### src/rtl/imem_fetch_unit_pkg.sv
// Shared definitions for the instruction fetch front-end.
//   NOP          canonical RV32 no-op (addi x0, x0, 0)
//   fault_e      fault codes carried with every fetched entry
//   *_LSB/*_W    RV32 field bit positions used for the pre-split decoder outputs
//   fault_of()   fault classification with misaligned taking priority over range
package imem_fetch_unit_pkg;

  localparam logic [31:0] NOP = 32'h0000_0013;

  typedef enum logic [1:0] {
    FLT_OK    = 2'b00,
    FLT_MIS   = 2'b01,
    FLT_RANGE = 2'b10
  } fault_e;

  localparam int unsigned OP_LSB     = 0;
  localparam int unsigned OP_W       = 7;
  localparam int unsigned RD_LSB     = 7;
  localparam int unsigned RD_W       = 5;
  localparam int unsigned FUNCT3_LSB = 12;
  localparam int unsigned FUNCT3_W   = 3;
  localparam int unsigned RS1_LSB    = 15;
  localparam int unsigned RS1_W      = 5;
  localparam int unsigned RS2_LSB    = 20;
  localparam int unsigned RS2_W      = 5;
  localparam int unsigned FUNCT7_LSB = 25;
  localparam int unsigned FUNCT7_W   = 7;
  localparam int unsigned IMM_LSB    = 7;
  localparam int unsigned IMM_W      = 25;

  function automatic fault_e fault_of(input logic misaligned, input logic out_of_range);
    if (misaligned)        return FLT_MIS;
    else if (out_of_range) return FLT_RANGE;
    else                   return FLT_OK;
  endfunction

endpackage

### src/rtl/imem_fetch_unit_resp_fifo.sv
// imem_resp_fifo: synchronous response FIFO for the fetch unit.
//   CLK          clock
//   Reset        asynchronous active-low reset
//   flush_i      synchronous clear of all entries (overrides push and pop)
//   push_i       write push_data_i (accepted when not full, or full with a pop)
//   push_data_i  entry to write
//   pop_i        remove head (ignored when empty)
//   count_o      current occupancy
//   head_o       oldest entry (meaningful only when count_o != 0)
module imem_resp_fifo #(
  parameter int unsigned WIDTH = 8,
  parameter int unsigned DEPTH = 3,
  localparam int unsigned CW   = $clog2(DEPTH + 1)
) (
  input  logic             CLK,
  input  logic             Reset,
  input  logic             flush_i,
  input  logic             push_i,
  input  logic [WIDTH-1:0] push_data_i,
  input  logic             pop_i,
  output logic [CW-1:0]    count_o,
  output logic [WIDTH-1:0] head_o
);

  localparam int unsigned PW = (DEPTH > 1) ? $clog2(DEPTH) : 1;

  logic [WIDTH-1:0] mem_q [DEPTH];
  logic [PW-1:0]    rd_q, wr_q;
  logic [CW-1:0]    cnt_q, cnt_d;
  logic             do_push, do_pop;

  // A push into a full FIFO is legal only alongside a pop; the write lands in
  // the slot being vacated, which is read out before the edge overwrites it.
  assign do_pop  = pop_i && (cnt_q != '0);
  assign do_push = push_i && ((cnt_q != CW'(DEPTH)) || do_pop);

  function automatic logic [PW-1:0] bump(input logic [PW-1:0] p);
    return (p == PW'(DEPTH - 1)) ? '0 : p + 1'b1;
  endfunction

  always_comb begin
    cnt_d = cnt_q;
    unique case ({do_push, do_pop})
      2'b10:   cnt_d = cnt_q + 1'b1;
      2'b01:   cnt_d = cnt_q - 1'b1;
      default: cnt_d = cnt_q;
    endcase
  end

  always_ff @(posedge CLK or negedge Reset) begin
    if (!Reset) begin
      rd_q  <= '0;
      wr_q  <= '0;
      cnt_q <= '0;
    end else if (flush_i) begin
      rd_q  <= '0;
      wr_q  <= '0;
      cnt_q <= '0;
    end else begin
      if (do_push) wr_q <= bump(wr_q);
      if (do_pop)  rd_q <= bump(rd_q);
      cnt_q <= cnt_d;
    end
  end

  always_ff @(posedge CLK) begin
    if (do_push && !flush_i) mem_q[wr_q] <= push_data_i;
  end

  assign count_o = cnt_q;
  assign head_o  = mem_q[rd_q];

endmodule

### src/rtl/imem_fetch_unit.sv
// imem_fetch_unit: read-only instruction memory plus fetch front-end.
//   CLK, Reset         clock, asynchronous active-low reset
//   flush              kill in-flight and buffered fetches
//   req_valid/req_pc   fetch request (byte address), accepted on req_valid & req_ready
//   req_ready          room for one more outstanding fetch
//   rsp_valid/ready    head handshake towards IF/ID
//   rsp_pc/instr/fault head entry; pc 0, NOP, ok when no entry is present
//   op..funct7, imm    RV32 fields split from rsp_instr
// The ROM image is supplied as a packed parameter, word i at INIT_IMAGE[32*i +: 32].
module imem_fetch_unit
  import imem_fetch_unit_pkg::*;
#(
  parameter int unsigned        PC_W       = 32,
  parameter int unsigned        DEPTH      = 64,
  parameter int unsigned        FIFO_DEPTH = 3,
  parameter logic [DEPTH*32-1:0] INIT_IMAGE = {DEPTH{NOP}}
) (
  input  logic            CLK,
  input  logic            Reset,
  input  logic            flush,
  input  logic            req_valid,
  input  logic [PC_W-1:0] req_pc,
  output logic            req_ready,
  output logic            rsp_valid,
  input  logic            rsp_ready,
  output logic [PC_W-1:0] rsp_pc,
  output logic [31:0]     rsp_instr,
  output logic [1:0]      rsp_fault,
  output logic [6:0]      op,
  output logic [4:0]      rd,
  output logic [2:0]      funct3,
  output logic [4:0]      rs1,
  output logic [4:0]      rs2,
  output logic [6:0]      funct7,
  output logic [24:0]     imm
);

  localparam int unsigned AW = $clog2(DEPTH);
  localparam int unsigned CW = $clog2(FIFO_DEPTH + 1);
  localparam int unsigned EW = PC_W + 32 + 2;

  logic [AW-1:0]   word_idx;
  fault_e          req_fault;
  logic [31:0]     req_instr;
  logic            fire;

  logic            if_valid_q;
  logic [PC_W-1:0] if_pc_q;
  logic [31:0]     if_instr_q;
  logic [1:0]      if_fault_q;

  logic [CW-1:0]   occ;
  logic [EW-1:0]   head;
  logic [PC_W-1:0] head_pc;
  logic [31:0]     head_instr;
  logic [1:0]      head_fault;

  assign word_idx  = req_pc[AW+1:2];
  assign req_fault = fault_of(req_pc[1:0] != 2'b00, (req_pc >> 2) >= PC_W'(DEPTH));
  assign req_instr = (req_fault == FLT_OK) ? INIT_IMAGE[{word_idx, 5'd0} +: 32] : NOP;

  // Capacity counts the in-flight slot so a fetch always has a FIFO entry
  // waiting for it; depends only on registered state, never on rsp_ready.
  assign req_ready = Reset && !flush && ((32'(occ) + 32'(if_valid_q)) < FIFO_DEPTH);
  assign fire      = req_valid && req_ready;

  always_ff @(posedge CLK or negedge Reset) begin
    if (!Reset) begin
      if_valid_q <= 1'b0;
      if_pc_q    <= '0;
      if_instr_q <= NOP;
      if_fault_q <= FLT_OK;
    end else begin
      if_valid_q <= fire;
      if (fire) begin
        if_pc_q    <= req_pc;
        if_instr_q <= req_instr;
        if_fault_q <= req_fault;
      end
    end
  end

  imem_resp_fifo #(
    .WIDTH (EW),
    .DEPTH (FIFO_DEPTH)
  ) u_fifo (
    .CLK         (CLK),
    .Reset       (Reset),
    .flush_i     (flush),
    .push_i      (if_valid_q),
    .push_data_i ({if_pc_q, if_instr_q, if_fault_q}),
    .pop_i       (rsp_ready),
    .count_o     (occ),
    .head_o      (head)
  );

  assign {head_pc, head_instr, head_fault} = head;

  assign rsp_valid = (occ != '0);
  assign rsp_pc    = rsp_valid ? head_pc    : '0;
  assign rsp_instr = rsp_valid ? head_instr : NOP;
  assign rsp_fault = rsp_valid ? head_fault : FLT_OK;

  assign op     = rsp_instr[OP_LSB     +: OP_W];
  assign rd     = rsp_instr[RD_LSB     +: RD_W];
  assign funct3 = rsp_instr[FUNCT3_LSB +: FUNCT3_W];
  assign rs1    = rsp_instr[RS1_LSB    +: RS1_W];
  assign rs2    = rsp_instr[RS2_LSB    +: RS2_W];
  assign funct7 = rsp_instr[FUNCT7_LSB +: FUNCT7_W];
  assign imm    = rsp_instr[IMM_LSB    +: IMM_W];

endmodule
### config.mk
export PLATFORM = sky130hd
export DESIGN_NAME = imem_fetch_unit
export DESIGN_NICKNAME = d
export VERILOG_FILES = /design/src/rtl/imem_fetch_unit_pkg.sv /design/src/rtl/imem_fetch_unit_resp_fifo.sv /design/src/rtl/imem_fetch_unit.sv
export SDC_FILE = /design/constraint.sdc
export NUM_CORES = 1
export LEC_CHECK = 0
export CORE_ASPECT_RATIO = 0.9
export CORE_MARGIN = 5
export CORE_UTILIZATION = 52
export CTS_BUF_LIST = sky130_fd_sc_hd__clkbuf_16
export DETAILED_ROUTE_END_ITERATION = 7
export DONT_BUFFER_PORTS = 1
export GPL_ROUTABILITY_DRIVEN = 0
export PLACE_DENSITY = 0.67
export SETUP_SLACK_MARGIN = 0.2
export SLEW_MARGIN = 20
export SYNTH_ARGS = -nofsm -noshare
export SYNTH_HDL_FRONTEND = slang
export SYNTH_SLANG_ARGS = --single-unit
### constraint.sdc
create_clock -name CLK -period 5.8 [get_ports CLK]
set_input_delay 1.16 -clock CLK [delete_from_list [all_inputs] [get_ports CLK]]
set_output_delay 1.16 -clock CLK [all_outputs]
set_load 0.03 [all_outputs]
==> results.toml, run 1 <==
[outcome]
status = "complete, no violations"

[yosys]
synth_cells = 474
synth_top_area_cell = "edfxtp_1"
yosysSeqAreaShare_pct = 63.8
ys_seq_elements = 143
synth_cell_type_count = 30
syn_avg_cell_area_sq_um = 13.5
synth-main-ff-cell = "edfxtp_1"
syn_area_sq_mm = 0.00641
ys_top_cells_by_count = "edfxtp_1, buf_4, nor2_1, dfrtp_1, a21oi_1"
yosys.cell_count.top_type = "edfxtp_1"
synth_edf_count = 102
yosysTopAreaCellShare_pct = 47.8
async_flop_share_pct = 28.7
yosysWarnings = 0
synthTopCellsByArea = "edfxtp_1, dfrtp_1, buf_4"

[sta]
setup_viol = 0
hold_viol_final = 0
tns_ns = 0
post-route-min-period_ns = 3.52
fin_crit_sh_pct = 60.8
slew_viol_final = 0
slew_headroom_pct = 27.3
rsz0062_at_grt = "no"
max_freq_mhz = 284
holdWs_ns = 0.447
finalClockSkew_ns = 0.00878
tightest_slew_ns = 1.09

[global_routing]
grt-ovfl-total = 0
first_global_vias = 3200
grt_max_degree = 44
antenna_found_initial = 0
gr-usage-all-layers_pct = 15.7
grt_pass1_wl_mm = 17.2

[setup_path]
r2r_slack_ns = 3.30
timing.rr.start = "u_fifo.count_o[0]$_DFFE_PN0P_"
slowest_stage = "dfrtp_2"
crit_path_end_kind = "output port"
cp_num_buf_inv = 0
slowest_delay_ns = 1.09
cp_common_cell = "nor2_1"
worst_r2r_path_depth = 5
crit_type = "flip-flop to output port"
crit_fanout = 37
r2r-end = "if_pc_q[17]$_DFFE_PN0P_"
critical_path_required_ns = 4.64
start_kind = "flip-flop"
path_cells = "mux2i_1, nor2_1, a21oi_1, nor2_1"
critical_path_arrival_ns = 2.36
crit_family = "flip-flops"

[clock_tree]
ctsResizeCount = 0
clk-insertion-delay-late_ns = 0.41
post_cts_buffers = 0
htreeDepth = 4
cts_tree = "done"
clock-sinks = 143
post_cts_hold_buffer_count = 0
cts_buffers = 17
cts_root_buf = "clkbuf_16"
path_clk_slew_ns = 0.06
clock_tree.buffer_depth = 2

[placement]
placed_area_sq_mm = 0.00622
dpl.cell_count = 618
io_buffer_count = 0
place_hpwl_mm = 7.11

[power_and_ir_drop]
power.density_mw_per_mm2 = 345
peakVddDrop_mv = 0.244
p_leak_uw = 0.00264
total_power_uw = 2310

[worst_hold_path]
hold_path_class = "primary input to asynchronous set/reset pin"

[routing]
wire_per_inst_um = 17.1
vias_per_cell = 4.90
drtAntennaViolNets = 0
totalWireLength_mm = 11.1
firstDrtPassIters = 6
drc_errors = 0
initialDrtViolationCount = 201
vias = 3188

[finish]
stdcell_area_sq_mm = 0.00671
drive_gt1_share_pct = 12.9
syn_to_final_growth_pct = 4.67
nNetsFinal = 516
fin_cells = 650
antennaDiodeCount = 0

[die]
initial_core_util_pct = 53.0
dieWidth_um = 127
num_io_pins = 162
dieHeight_um = 115
die_area_sq_mm = 0.0146
rows = 38
core_area_sq_mm = 0.0121

[job]
maxCapViolations = 0
[layer usage]
| metal | vias up | track usage, % | wire, um |
|---|---|---|---|
| met5 | - | 0 | 0 |
| met4 | 0 | 5.15 | 93 |
| met3 | 10 | 5.43 | 911 |
| met2 | 137 | 25.8 | 5380 |
| met1 | 1543 | 19.6 | 4740 |
| li1 | 1498 | - | - |
[per-stage QoR]
stage          util [%]  setup slack (ns)
6_report           55.5              2.28
5_1_grt            55.5              2.07
4_1_cts            55.5              2.22
3_5_place_dp       51.5              2.66
3_3_place_gp       51.5              2.67
2_1_floorplan         -             0.307
[state kept, by name, summed over array words and instances, names as in the netlist]
register        flops
if_valid_q          1
u_fifo.mem_q      102
u_fifo.count_o      2
if_pc_q            32
u_fifo.wr_q         2
u_fifo.rd_q         2
if_fault_q          2
[how the worst max path moves through the flow]
| stage | startpoint | endpoint | slack, ns | depth (start not counted) |
|---|---|---|---|---|
| after floorplan | rsp_ready | u_fifo.mem_q[1][0]$_DFFE_PP_ | 0.31 | 3 |
| after global placement | u_fifo.rd_q[0]$_DFFE_PN0P_ | rsp_pc[8] | 2.67 | 4 |
| after detailed placement | u_fifo.rd_q[0]$_DFFE_PN0P_ | rsp_pc[21] | 2.66 | 4 |
| after CTS | u_fifo.rd_q[0]$_DFFE_PN0P_ | rsp_pc[21] | 2.22 | 4 |
| after global routing | u_fifo.rd_q[0]$_DFFE_PN0P_ | rsp_pc[15] | 2.07 | 4 |
| final | u_fifo.rd_q[0]$_DFFE_PN0P_ | rsp_pc[21] | 2.28 | 4 |
[worst register-to-register path, delay by kind of cell (launching register included)]
family	cells	cell delay [ns]
simple gates	2	0.83
flops	1	0.47
fa+ha+maj	2	0.48
mux	1	0.59
[cells in the final DEF, fill, tap and decap left out, drive strengths merged, types with 3 or more instances in the layout]
master,synthesis,final
a21oi,39,39
buf,99,5
clkbuf,9,17
clkinv,0,7
conb,2,89
dfrtp,41,41
edfxtp,102,102
inv,3,11
mux2,32,32
mux2i,34,34
nand2,10,10
nor2,74,74
nor3,3,3
nor4,7,7
o21ai,6,6
[power breakdown]
part | switching, uW | internal (uW) | leakage, uW
logic | 126 | 67.8 | 0.000950
clock network | 360 | 521 | 0.000265
registers | 52.8 | 1190 | 0.00142
[area by class of cell]
cell class                      count  area, sq um
Tap cell                          160          200
Clock buffer                       17          425
Inverter                            3         11.3
Timing Repair Buffer                5         37.5
Multi-Input combinational cell    307         1880
Fill cell                        1013         5370
Clock inverter                     15         57.6
Sequential cell                   143         4090
[cell families (layout without fill, tap and decap cells)]
group,after synthesis,count (layout),share of synthesized area [%]
mux,66,66,12.4
simple gates,104,104,7.32
other cells,2,89,0.117
flops,143,143,63.8
buf+inv,111,40,12.3
fa+ha+maj,2,2,0.391
compound gates,46,46,3.63
Note: power is estimated with default switching activity, not from simulation.
==> inputs of run 2 (changes only) <==
==> constraint.sdc (replaced) <==
create_clock -name CLK -period 3.5 [get_ports CLK]
set_input_delay 0.7 -clock CLK [delete_from_list [all_inputs] [get_ports CLK]]
set_output_delay 0.7 -clock CLK [all_outputs]
set_load 0.03 [all_outputs]
==> run 2 against run 1 <==
Effect of this change:
- global-route usage is 0.31 points higher
- clock skew is 0.0018 ns lower
- combinational power is 75% higher
- first-iteration DRC count is 32% lower
- critical endpoint is now rsp_pc[16]
- largest cell class unchanged
- largest power group unchanged
==> results.toml, run 2 (synthesis gave the netlist of run 1 again) <==
[finish]
syn_to_final_growth_pct = 7.42
largest_reg_flops = 102
drive_gt1_share_pct = 16.4
antennaDiodeCount = 0
nNetsFinal = 520
mostFrequentLayoutCell = "edfxtp_1"
final_cell_mix = "edfxtp_1, conb_1, nor2_1"
stdcell_area_sq_mm = 0.00688
top_register = "u_fifo.mem_q"
reg_top3 = "u_fifo.mem_q (102), if_pc_q (32)"

[clock_tree]
htreeDepth = 4
path_clk_slew_ns = 0.06
post_cts_buffers = 0
cts_tree = "done"
clock-sinks = 143
clock_tree.buffer_depth = 2
cts_buffers = 17
cts_root_buf = "clkbuf_16"
clk-insertion-delay-late_ns = 0.41

[routing]
wire_per_inst_um = 17.8
vias = 3223
vias_per_cell = 4.93
totalWireLength_mm = 11.6
drtAntennaViolNets = 0
initialDrtViolationCount = 137
firstDrtPassIters = 4
drc_errors = 0

[outcome]
status = "complete, no violations"

[global_routing]
antenna_found_initial = 1
first_global_vias = 3094
grt_max_degree = 42
grt_pass1_wl_mm = 17.5
gr-usage-all-layers_pct = 16.0
grt-ovfl-total = 0

[sta]
rsz0062_at_grt = "no"
worst_slack_ns = 0.492
tightest_slew_ns = 0.940
post-route-min-period_ns = 3.01
tns_ns = 0
setup_viol = 0
finalClockSkew_ns = 0.00701
max_freq_mhz = 332
fin_crit_sh_pct = 85.9
slew_viol_final = 0
slew_headroom_pct = 37.2
hold_viol_final = 0

[die]
die_area_sq_mm = 0.0146
rows = 38
initial_core_util_pct = 53.0
dieHeight_um = 115
core_area_sq_mm = 0.0121
dieWidth_um = 127
num_io_pins = 162

[job]
maxCapViolations = 0

[power_and_ir_drop]
peakVddDrop_mv = 0.487
power.density_mw_per_mm2 = 601
p_leak_uw = 0.00268

[setup_path]
critical_path_arrival_ns = 2.31
crit_type = "flip-flop to output port"
crit_fanout = 22
critical_path_required_ns = 2.80
crit_path_end_kind = "output port"
r2r_slack_ns = 0.97
start_kind = "flip-flop"

[worst_hold_path]
hold_path_class = "primary input to asynchronous set/reset pin"

[placement]
io_buffer_count = 0
placed_area_sq_mm = 0.00627
place_hpwl_mm = 7.28
dpl_worst_slack_ns = 0.918
## run 2: cell count changes in the layout (fill, tap and decap cells not counted), moves of 3 or more
cell	change
inv_1	-8
inv_6	+4
buf_4	+3
clkinvlp_4	+4
clkinv_1	-6
## run 2: worst paths after layout
| path | from | endpoint | depth (start not counted) |
|---|---|---|---|
| setup reg to reg | u_fifo.count_o[0]$_DFFE_PN0P_ | if_pc_q[11]$_DFFE_PN0P_ | 5 |
| hold reg to reg | if_pc_q[5]$_DFFE_PN0P_ | u_fifo.mem_q[1][39]$_DFFE_PP_ | 0 |
| hold / removal | Reset | if_pc_q[20]$_DFFE_PN0P_ | 1 |
| max in group asynchronous | Reset | u_fifo.rd_q[1]$_DFFE_PN0P_ | 1 |
| min in group CLK | flush | u_fifo.rd_q[1]$_DFFE_PN0P_ | 1 |
| setup / recovery | u_fifo.rd_q[0]$_DFFE_PN0P_ | rsp_pc[16] | 5 |
## run 2: critical path: stages, from the launching register on
cell and delay (ns):
dfrtp_2 0.80, buf_4 0.30, mux2i_1 0.10, nor2_1 0.12
a21oi_1 0.07, nor2_1 0.49
## run 2: layout make-up
type	instances	area, sq um
fill	949	5190
clock buffer	17	425
sequential	143	4090
inverter	3	11.3
clock inverter	15	158
tap	160	200
timing repair buffer	9	87.6
multi-input combinational	307	1910
## run 2: per-stage QoR
| stage | hold slack, ns | cells | util [%] | total power (uW) |
|---|---|---|---|---|
| 2_1_floorplan | 0.404 | 561 | - | 2430 |
| 3_3_place_gp | 0.406 | 621 | 51.9 | 2390 |
| 3_5_place_dp | 0.405 | 621 | 51.9 | 2410 |
| 4_1_cts | 0.124 | 654 | 57.0 | 4160 |
| 5_1_grt | 0.126 | 654 | 57.0 | 4290 |
| 6_report | 0.128 | 654 | 57.0 | 4130 |
## run 2: what timing repair did
| item | in CTS | in global routing |
|---|---|---|
| setup endpoints to repair | 0 | 0 |
| resized for setup | 0 | 0 |
| endpoints found under the hold margin | 41 | 0 |
| hold buffers | 1 | 0 |
## run 2: where the power goes
part | internal [uW] | total (uW) | switching, uW
Combinational | 117 | 340 | 222
Sequential | 1960 | 2050 | 85.9
Clock | 1050 | 1750 | 692
Total | 3130 | 4130 | 1000
## run 2: routing by layer
metal / part of all wire, % / global-route usage (%) / routed length (um) / up-vias
li1: - / - / - / 1511
met1: 42 / 20.4 / 4890 / 1558
met2: 48 / 25.5 / 5620 / 141
met3: 8.6 / 6.22 / 997 / 13
met4: 1.1 / 4.86 / 130 / 0
met5: 0 / 0 / 0 / -
